**src/rtl/spi_slave_stream.sv**
```systemverilog
`timescale 1ns/1ps
// spi_slave_stream
//   SPI slave (all four CPOL/CPHA modes) bridging an MCU SPI link to
//   valid/ready word streams on the system clock. Multi-word bursts inside
//   one chip-select window, RX/TX FIFOs, sticky overrun/underrun flags.
//
// Ports
//   clk, rst                    system clock, synchronous active-high reset
//   spi_sclk/mosi/cs_n          asynchronous SPI pins (cs_n active low)
//   spi_miso                    registered serial out, 0 while idle
//   cpol, cpha                  SPI mode, captured at chip-select assertion
//   rx_data/rx_valid/rx_ready   RX FIFO head stream (pop on valid & ready)
//   tx_data/tx_valid/tx_ready   TX FIFO push stream (push on valid & ready)
//   rx_overrun, tx_underrun     sticky error flags, cleared by clear_flags
//   busy                        a transaction is in progress
module spi_slave_stream #(
    parameter int DATA_WIDTH = 32,
    parameter int FIFO_DEPTH = 4
) (
    input  logic                  clk,
    input  logic                  rst,
    input  logic                  spi_sclk,
    input  logic                  spi_mosi,
    input  logic                  spi_cs_n,
    output logic                  spi_miso,
    input  logic                  cpol,
    input  logic                  cpha,
    output logic [DATA_WIDTH-1:0] rx_data,
    output logic                  rx_valid,
    input  logic                  rx_ready,
    input  logic [DATA_WIDTH-1:0] tx_data,
    input  logic                  tx_valid,
    output logic                  tx_ready,
    output logic                  rx_overrun,
    output logic                  tx_underrun,
    input  logic                  clear_flags,
    output logic                  busy
);
    localparam int AW = $clog2(FIFO_DEPTH);
    localparam int BW = $clog2(DATA_WIDTH);
    localparam logic [BW-1:0] LAST_BIT = BW'(DATA_WIDTH - 1);
    localparam logic [AW:0]   DEPTH_C  = (AW + 1)'(FIFO_DEPTH);

    typedef enum logic {ST_IDLE, ST_XFER} state_e;

    // ---------------- pin synchronizers ----------------
    // Stage [1] is the synchronized value, stage [2] the history flop.
    // cs_n resets to "asserted" so that a CS already held low when reset is
    // released produces no falling edge and cannot start a transaction.
    logic [2:0] sclk_q, cs_q;
    logic [1:0] mosi_q;

    always_ff @(posedge clk) begin
        if (rst) begin
            sclk_q <= '0;
            cs_q   <= '0;
            mosi_q <= '0;
        end else begin
            sclk_q <= {sclk_q[1:0], spi_sclk};
            cs_q   <= {cs_q[1:0], spi_cs_n};
            mosi_q <= {mosi_q[0], spi_mosi};
        end
    end

    logic cs_fall, cs_rise;
    assign cs_fall = ~cs_q[1] &  cs_q[2];
    assign cs_rise =  cs_q[1] & ~cs_q[2];

    // ---------------- engine state ----------------
    state_e                state_q;
    logic                  cpol_q, cpha_q;
    logic [BW-1:0]         bit_cnt_q;
    logic                  load_pend_q;
    logic                  from_fifo_q;
    logic                  miso_q;
    logic [DATA_WIDTH-1:0] rx_shift_q, tx_shift_q;
    logic                  ovr_q, udr_q;

    // ---------------- FIFO state ----------------
    logic [DATA_WIDTH-1:0] rx_mem_q [FIFO_DEPTH];
    logic [DATA_WIDTH-1:0] tx_mem_q [FIFO_DEPTH];
    logic [AW-1:0]         rx_wp_q, rx_rp_q, tx_wp_q, tx_rp_q;
    logic [AW:0]           rx_cnt_q, tx_cnt_q;

    // ---------------- edge classification ----------------
    logic s_now, s_prev, lead_e, trail_e, in_xfer, sample_e, shift_e;
    logic first_bit, word_done;
    assign s_now    = sclk_q[1] ^ cpol_q;
    assign s_prev   = sclk_q[2] ^ cpol_q;
    assign lead_e   =  s_now & ~s_prev;
    assign trail_e  = ~s_now &  s_prev;
    // CS deassert takes priority over any SCLK edge seen in the same cycle.
    assign in_xfer  = (state_q == ST_XFER) && !cs_rise;
    assign sample_e = in_xfer && (cpha_q ? trail_e : lead_e);
    assign shift_e  = in_xfer && (cpha_q ? lead_e : trail_e);
    assign first_bit = (bit_cnt_q == '0);
    assign word_done = sample_e && (bit_cnt_q == LAST_BIT);

    logic [DATA_WIDTH-1:0] rx_word, tx_head, load_word;
    logic rx_full, tx_full, tx_empty;
    logic rx_push, rx_pop, tx_push, tx_pop;
    logic set_ovr, set_udr;

    assign rx_word   = {rx_shift_q[DATA_WIDTH-2:0], mosi_q[1]};
    assign rx_full   = (rx_cnt_q == DEPTH_C);
    assign tx_full   = (tx_cnt_q == DEPTH_C);
    assign tx_empty  = (tx_cnt_q == '0);
    assign tx_head   = tx_mem_q[tx_rp_q];
    // TX load only peeks; the entry is consumed when its first bit is sampled.
    assign load_word = tx_empty ? '0 : tx_head;

    assign rx_push = word_done && !rx_full;
    assign rx_pop  = rx_valid && rx_ready;
    assign tx_push = tx_valid && !tx_full;
    assign tx_pop  = sample_e && first_bit && from_fifo_q;
    assign set_ovr = word_done && rx_full;
    assign set_udr = sample_e && first_bit && !from_fifo_q;

    always_ff @(posedge clk) begin
        if (rst) begin
            state_q     <= ST_IDLE;
            cpol_q      <= 1'b0;
            cpha_q      <= 1'b0;
            bit_cnt_q   <= '0;
            load_pend_q <= 1'b0;
            from_fifo_q <= 1'b0;
            miso_q      <= 1'b0;
            rx_shift_q  <= '0;
            tx_shift_q  <= '0;
        end else begin
            case (state_q)
                ST_IDLE: begin
                    if (cs_fall) begin
                        state_q   <= ST_XFER;
                        cpol_q    <= cpol;
                        cpha_q    <= cpha;
                        bit_cnt_q <= '0;
                        // cpha=0 must present the MSB before the first edge;
                        // cpha=1 defers the load to the first leading edge.
                        if (!cpha) begin
                            tx_shift_q  <= load_word;
                            from_fifo_q <= !tx_empty;
                            miso_q      <= load_word[DATA_WIDTH-1];
                        end else begin
                            load_pend_q <= 1'b1;
                        end
                    end
                end
                ST_XFER: begin
                    if (cs_rise) begin
                        state_q     <= ST_IDLE;
                        bit_cnt_q   <= '0;
                        load_pend_q <= 1'b0;
                        miso_q      <= 1'b0;
                    end else if (sample_e) begin
                        rx_shift_q <= rx_word;
                        if (bit_cnt_q == LAST_BIT) begin
                            bit_cnt_q   <= '0;
                            load_pend_q <= 1'b1;
                        end else begin
                            bit_cnt_q <= bit_cnt_q + BW'(1);
                        end
                    end else if (shift_e) begin
                        if (load_pend_q) begin
                            tx_shift_q  <= load_word;
                            from_fifo_q <= !tx_empty;
                            miso_q      <= load_word[DATA_WIDTH-1];
                            load_pend_q <= 1'b0;
                        end else begin
                            tx_shift_q <= {tx_shift_q[DATA_WIDTH-2:0], 1'b0};
                            miso_q     <= tx_shift_q[DATA_WIDTH-2];
                        end
                    end
                end
                default: state_q <= ST_IDLE;
            endcase
        end
    end

    // A set event in the same cycle as clear_flags keeps the flag high.
    always_ff @(posedge clk) begin
        if (rst) begin
            ovr_q <= 1'b0;
            udr_q <= 1'b0;
        end else begin
            ovr_q <= set_ovr | (ovr_q & ~clear_flags);
            udr_q <= set_udr | (udr_q & ~clear_flags);
        end
    end

    // ---------------- FIFOs ----------------
    always_ff @(posedge clk) begin
        if (rst) begin
            for (int i = 0; i < FIFO_DEPTH; i++) begin
                rx_mem_q[i] <= '0;
                tx_mem_q[i] <= '0;
            end
            rx_wp_q  <= '0;
            rx_rp_q  <= '0;
            rx_cnt_q <= '0;
            tx_wp_q  <= '0;
            tx_rp_q  <= '0;
            tx_cnt_q <= '0;
        end else begin
            if (rx_push) begin
                rx_mem_q[rx_wp_q] <= rx_word;
                rx_wp_q           <= rx_wp_q + AW'(1);
            end
            if (rx_pop) rx_rp_q <= rx_rp_q + AW'(1);
            rx_cnt_q <= rx_cnt_q + (AW + 1)'(rx_push) - (AW + 1)'(rx_pop);

            if (tx_push) begin
                tx_mem_q[tx_wp_q] <= tx_data;
                tx_wp_q           <= tx_wp_q + AW'(1);
            end
            if (tx_pop) tx_rp_q <= tx_rp_q + AW'(1);
            tx_cnt_q <= tx_cnt_q + (AW + 1)'(tx_push) - (AW + 1)'(tx_pop);
        end
    end

    assign spi_miso    = miso_q;
    assign rx_data     = rx_mem_q[rx_rp_q];
    assign rx_valid    = (rx_cnt_q != '0);
    assign tx_ready    = !tx_full;
    assign rx_overrun  = ovr_q;
    assign tx_underrun = udr_q;
    assign busy        = (state_q == ST_XFER);

endmodule

```
**config.mk**
```make
export PLATFORM = sky130hd
export DESIGN_NAME = spi_slave_stream
export DESIGN_NICKNAME = d
export VERILOG_FILES = /design/src/rtl/spi_slave_stream.sv
export SDC_FILE = /design/constraint.sdc
export NUM_CORES = 1
export LEC_CHECK = 0
export ABC_AREA = 1
export CAP_MARGIN = 20
export CORE_UTILIZATION = 56
export CTS_BUF_LIST = sky130_fd_sc_hd__clkbuf_4
export CTS_CLUSTER_SIZE = 12
export DETAILED_ROUTE_END_ITERATION = 8
export GPL_TIMING_DRIVEN = 0
export PLACE_DENSITY = 0.82
export SYNTH_ARGS = -nofsm -noshare
export SYNTH_HDL_FRONTEND = slang
export SYNTH_SLANG_ARGS = --single-unit
```
**constraint.sdc**
```tcl
create_clock -name clk -period 3.95 [get_ports clk]
set_clock_uncertainty 0.2 [all_clocks]
set_input_delay 0.79 -clock clk [delete_from_list [all_inputs] [get_ports clk]]
set_output_delay 0.79 -clock clk [all_outputs]
set_load 0.05 [all_outputs]
```
==> impl_results.html <==
<table>
<tr><th>Metric</th><th>Value</th></tr>
<tr><th colspan="2">Power</th></tr>
<tr><td>Total design power</td><td>9.33 mW</td></tr>
<tr><td>Leak</td><td>6.96 nW</td></tr>
<tr><td>Clock group share of total power</td><td>0.330</td></tr>
<tr><td>Switching pwr</td><td>2.95 mW</td></tr>
<tr><td>IR Drop Worst-Case VDD</td><td>0.280 mV</td></tr>
<tr><td>Total internal power</td><td>6.38 mW</td></tr>
<tr><td>Switching share of power</td><td>0.316</td></tr>
<tr><td>Power share of the sequential group</td><td>0.463</td></tr>
<tr><td>Cell area power density</td><td>526 nW/um2</td></tr>
<tr><td>Logic gate share of total power</td><td>0.207</td></tr>
<tr><th colspan="2">Synthesis</th></tr>
<tr><td>Fraction of post-synthesis cell area in the top cell type by area</td><td>0.507</td></tr>
<tr><td>Mapped Avg Cell Area</td><td>9.87 um2</td></tr>
<tr><td>Total number of yosys warnings</td><td>0</td></tr>
<tr><td>Cell taking the most area after synthesis</td><td>edfxtp_1</td></tr>
<tr><td>Area of the mapped netlist</td><td>15200 um2</td></tr>
<tr><td>Sequential-to-total area share from yosys stat</td><td>0.640</td></tr>
<tr><td>Most used flip-flop cell after synthesis</td><td>edfxtp_1</td></tr>
<tr><td>Post-synthesis async set-or-reset flop share</td><td>0</td></tr>
<tr><td>EDFF count, synth</td><td>256</td></tr>
<tr><td>Count of cell types in the netlist</td><td>36</td></tr>
<tr><td>Synthesized net count</td><td>1588</td></tr>
<tr><td>Number of instances in the synthesized netlist</td><td>1537</td></tr>
<tr><td>Top cells by area, synth</td><td>edfxtp_1, dfxtp_1, nor2_1</td></tr>
<tr><td>Flop and latch count out of synthesis</td><td>357</td></tr>
<tr><th colspan="2">Cells and area</th></tr>
<tr><td>Leading cell type in the layout, fill and taps excluded</td><td>nor2_1</td></tr>
<tr><td>Total Nets Final</td><td>1762</td></tr>
<tr><td>Final cell area excluding filler cells</td><td>17800 um2</td></tr>
<tr><td>Multi-input logic area</td><td>4460 um2</td></tr>
<tr><td>Fraction of layout instances using a drive strength above 1</td><td>0.119</td></tr>
<tr><td>Number of filler instances in the final layout</td><td>2007</td></tr>
<tr><td>Commonest cells after routing, fill and taps aside</td><td>nor2_1, edfxtp_1, o21ai_0</td></tr>
<tr><td>Storage cell area</td><td>9710 um2</td></tr>
<tr><td>Area Overhead vs Synth</td><td>17.0%</td></tr>
<tr><th colspan="2">Route</th></tr>
<tr><td>Ratio of routed vias to standard cells</td><td>5.62</td></tr>
<tr><td>Drt initial violations</td><td>1184</td></tr>
<tr><td>Routed vias</td><td>11900</td></tr>
<tr><td>Post-detailed-route wirelength per cell</td><td>17.0 um</td></tr>
<tr><td>Total wire length after detailed routing</td><td>36000 um</td></tr>
<tr><td>Remaining antenna violation count after routing</td><td>0</td></tr>
<tr><td>Drt drc</td><td>7</td></tr>
<tr><td>Number of detailed-routing iterations run before antenna repair</td><td>9</td></tr>
<tr><th colspan="2">Critical path</th></tr>
<tr><td>Type of destination of the critical path</td><td>primary output</td></tr>
<tr><td>Standard cell with the maximum stage delay on the critical path</td><td>clkdlybuf4s50_1</td></tr>
<tr><td>CP arrival</td><td>2.81 ns</td></tr>
<tr><td>Largest stage delay on the critical path</td><td>0.82 ns</td></tr>
<tr><td>Cell chain of the critical path</td><td>inv_1 &gt; clkbuf_1 &gt; o21ai_0 &gt; o22ai_1 &gt; clkdlybuf4s50_1</td></tr>
<tr><td>Start-to-end type of the worst setup path</td><td>flip-flop to primary output</td></tr>
<tr><td>Critical Path Source Type</td><td>flip-flop</td></tr>
<tr><td>Critical path required time</td><td>2.96 ns</td></tr>
<tr><td>Crit-path max FO</td><td>10</td></tr>
<tr><th colspan="2">Floorplan</th></tr>
<tr><td>Die Wd</td><td>167 um</td></tr>
<tr><td>Die Span Y</td><td>167 um</td></tr>
<tr><td>Die Footprint</td><td>27800 um2</td></tr>
<tr><td>Row cnt</td><td>59</td></tr>
<tr><td>Count of boundary I/O pins</td><td>80</td></tr>
<tr><td>Effective utilization at floorplan</td><td>0.576</td></tr>
<tr><td>Core box area</td><td>26400 um2</td></tr>
<tr><th colspan="2">Clock tree</th></tr>
<tr><td>Clock-pin slew of the registers on the worst-case setup and hold paths</td><td>0.07 ns</td></tr>
<tr><td>Root buffer cell</td><td>clkbuf_4</td></tr>
<tr><td>Clock sink count</td><td>357</td></tr>
<tr><td>Maximum clock insertion buffer count</td><td>3</td></tr>
<tr><td>Htree depth</td><td>3</td></tr>
<tr><td>Setup repair bufs after CTS</td><td>0</td></tr>
<tr><td>Total clock buffers created by CTS</td><td>88</td></tr>
<tr><td>Clock insertion delay at the later pin of the skew report</td><td>0.70 ns</td></tr>
<tr><td>TritonCTS clock tree</td><td>done</td></tr>
<tr><th colspan="2">Outcome</th></tr>
<tr><td>Failing checks</td><td>DRC</td></tr>
<tr><td>Outcome</td><td>finished, violations left</td></tr>
<tr><th colspan="2">Run</th></tr>
<tr><td>Max cap viols</td><td>0</td></tr>
<tr><th colspan="2">Timing</th></tr>
<tr><td>Final hold violations</td><td>0</td></tr>
<tr><td>Summed negative setup slack over all endpoints</td><td>0 ns</td></tr>
<tr><td>Minimum clock period after layout</td><td>3.80 ns</td></tr>
<tr><td>Ratio of final minimum period to clock period</td><td>0.963</td></tr>
<tr><td>Unrepaired setup endpoints after global routing</td><td>no</td></tr>
<tr><td>Pin slew with the least headroom to its limit</td><td>0.964 ns</td></tr>
<tr><td>Setup violations, final</td><td>0</td></tr>
<tr><td>Highest clock frequency the design can meet</td><td>263 MHz</td></tr>
<tr><td>Relative slew margins</td><td>0.357</td></tr>
<tr><td>Number of pins with negative max-slew slack in the final report</td><td>0</td></tr>
<tr><th colspan="2">Placed design</th></tr>
<tr><td>Detailed Place HPWL</td><td>23700 um</td></tr>
<tr><td>Post-place instance area</td><td>16600 um2</td></tr>
<tr><td>Final Wtd Congestion</td><td>0.837</td></tr>
<tr><td>Port buffer count</td><td>78</td></tr>
<tr><th colspan="2">Global route</th></tr>
<tr><td>First-pass GRT wire length</td><td>58300 um</td></tr>
<tr><td>All-layer global routing usage</td><td>0.264</td></tr>
<tr><td>Vias in the first global route</td><td>12000</td></tr>
<tr><td>Congestion Overflow GR</td><td>0</td></tr>
<tr><td>Number of antenna violations at the first check in global routing</td><td>1</td></tr>
<tr><td>Largest net degree at the start of global routing</td><td>33</td></tr>
<tr><th colspan="2">Hold path</th></tr>
<tr><td>Worst min-delay path category</td><td>flip-flop to flip-flop</td></tr>
</table>
-- area by class of cell --
type / instances / share of cell area
Clock buffer: 134 / 0.0567
Timing Repair Buffer: 84 / 0.0527
Sequential cell: 357 / 0.547
Buffer: 96 / 0.0230
Tap cell: 335 / 0.0236
Multi-Input combinational cell: 904 / 0.251
Clock inverter: 26 / 0.00754
Inverter: 180 / 0.0381
Antenna cell: 1 / 0.000141
-- synth_stat cells (2+ instances only) --
cell       number
a21oi_1        84
a22oi_1        30
buf_1           9
buf_2          15
buf_6           2
clkbuf_1       69
dfxtp_1       101
edfxtp_1      256
fa_1            2
ha_1            7
inv_1         176
inv_2           3
nand2_1        54
nand2_2         2
nand3_1        35
nand3_2        18
nand3_4         2
nand4_1         2
nor2_1        383
nor3_1          2
o2111ai_1       3
o21ai_0       206
o22ai_1        63
-- worst paths after layout --
kind | start | to | slack [ns] | cells after the start
hold reg to reg | cs_q[0]$_SDFF_PP0_ | cs_q[1]$_SDFF_PP0_ | 0.20 | 2
setup reg to reg | tx_cnt_q[1]$_SDFF_PP0_ | tx_mem_q[0][15]$_SDFFCE_PN0P_ | 0.64 | 7
hold / removal | cs_q[0]$_SDFF_PP0_ | cs_q[1]$_SDFF_PP0_ | 0.20 | 2
setup / recovery | flip-flop | rx_data[30] | 0.15 | 5
-- what timing repair did --
item                                    CTS  global route
endpoints found under the setup margin   32            16
hold buffers                              0             0
gates resized for setup                  24            14
-- critical path: cells and delay by family (launching register included) --
family	cells	cell delay (ns)
buffers and inverters	3	1.41
DFF	1	0.40
AOI/OAI and AO/OA	2	0.31
-- cell families (layout without fill, tap and decap cells) --
group                      Yosys count  count (layout)  synth area share
and+or+nand+nor                    505             505             0.141
DFF                                357             357             0.640
other                                0               1                 0
xor gates and xnor gates             2               2           0.00115
adders and majority gates            9               9           0.00841
buffers and inverters              276             520            0.0707
AOI/OAI and AO/OA                  388             388             0.139
-- power groups by stage --
stage               Combinational [mW]  Sequential, mW  Clock (mW)
CTS                               1.93            4.32        3.10
finish                            1.93            4.32        3.08
floorplan                         1.29            4.38           0
global route                      2.08            4.34        3.30
detailed placement                1.97            4.40           0
global placement                  1.89            4.40           0
-- registers in the layout (all words and copies together) (netlist names), 2 cells and up, named ones only --
signal / flops
rx_mem_q: 128
tx_mem_q: 128
rx_shift_q: 31
tx_shift_q: 31
bit_cnt_q: 5
cs_q: 3
rx_cnt_q: 3
sclk_q: 3
tx_cnt_q: 3
mosi_q: 2
rx_rp_q: 2
rx_wp_q: 2
tx_rp_q: 2
tx_wp_q: 2
-- per-layer routing --
metal,up-vias,share of wire,GRT usage
met3,84,0.086,0.0482
met2,617,0.51,0.469
met4,0,0.024,0.122
met5,-,0,0
li1,5635,-,-
met1,5561,0.38,0.309
-- through the flow --
stage	util	std cells	setup slack (ns)	hold WS, ns
detailed placement	0.630	1956	0.00187	0.195
CTS	0.672	2116	0.0307	0.204
global route	0.674	2117	0.00347	0.215
finish	0.674	2117	0.146	0.205
global placement	0.622	1950	-2.02	0.195
floorplan	-	1537	-0.505	0.188
Note: power is estimated with default switching activity, not from simulation.
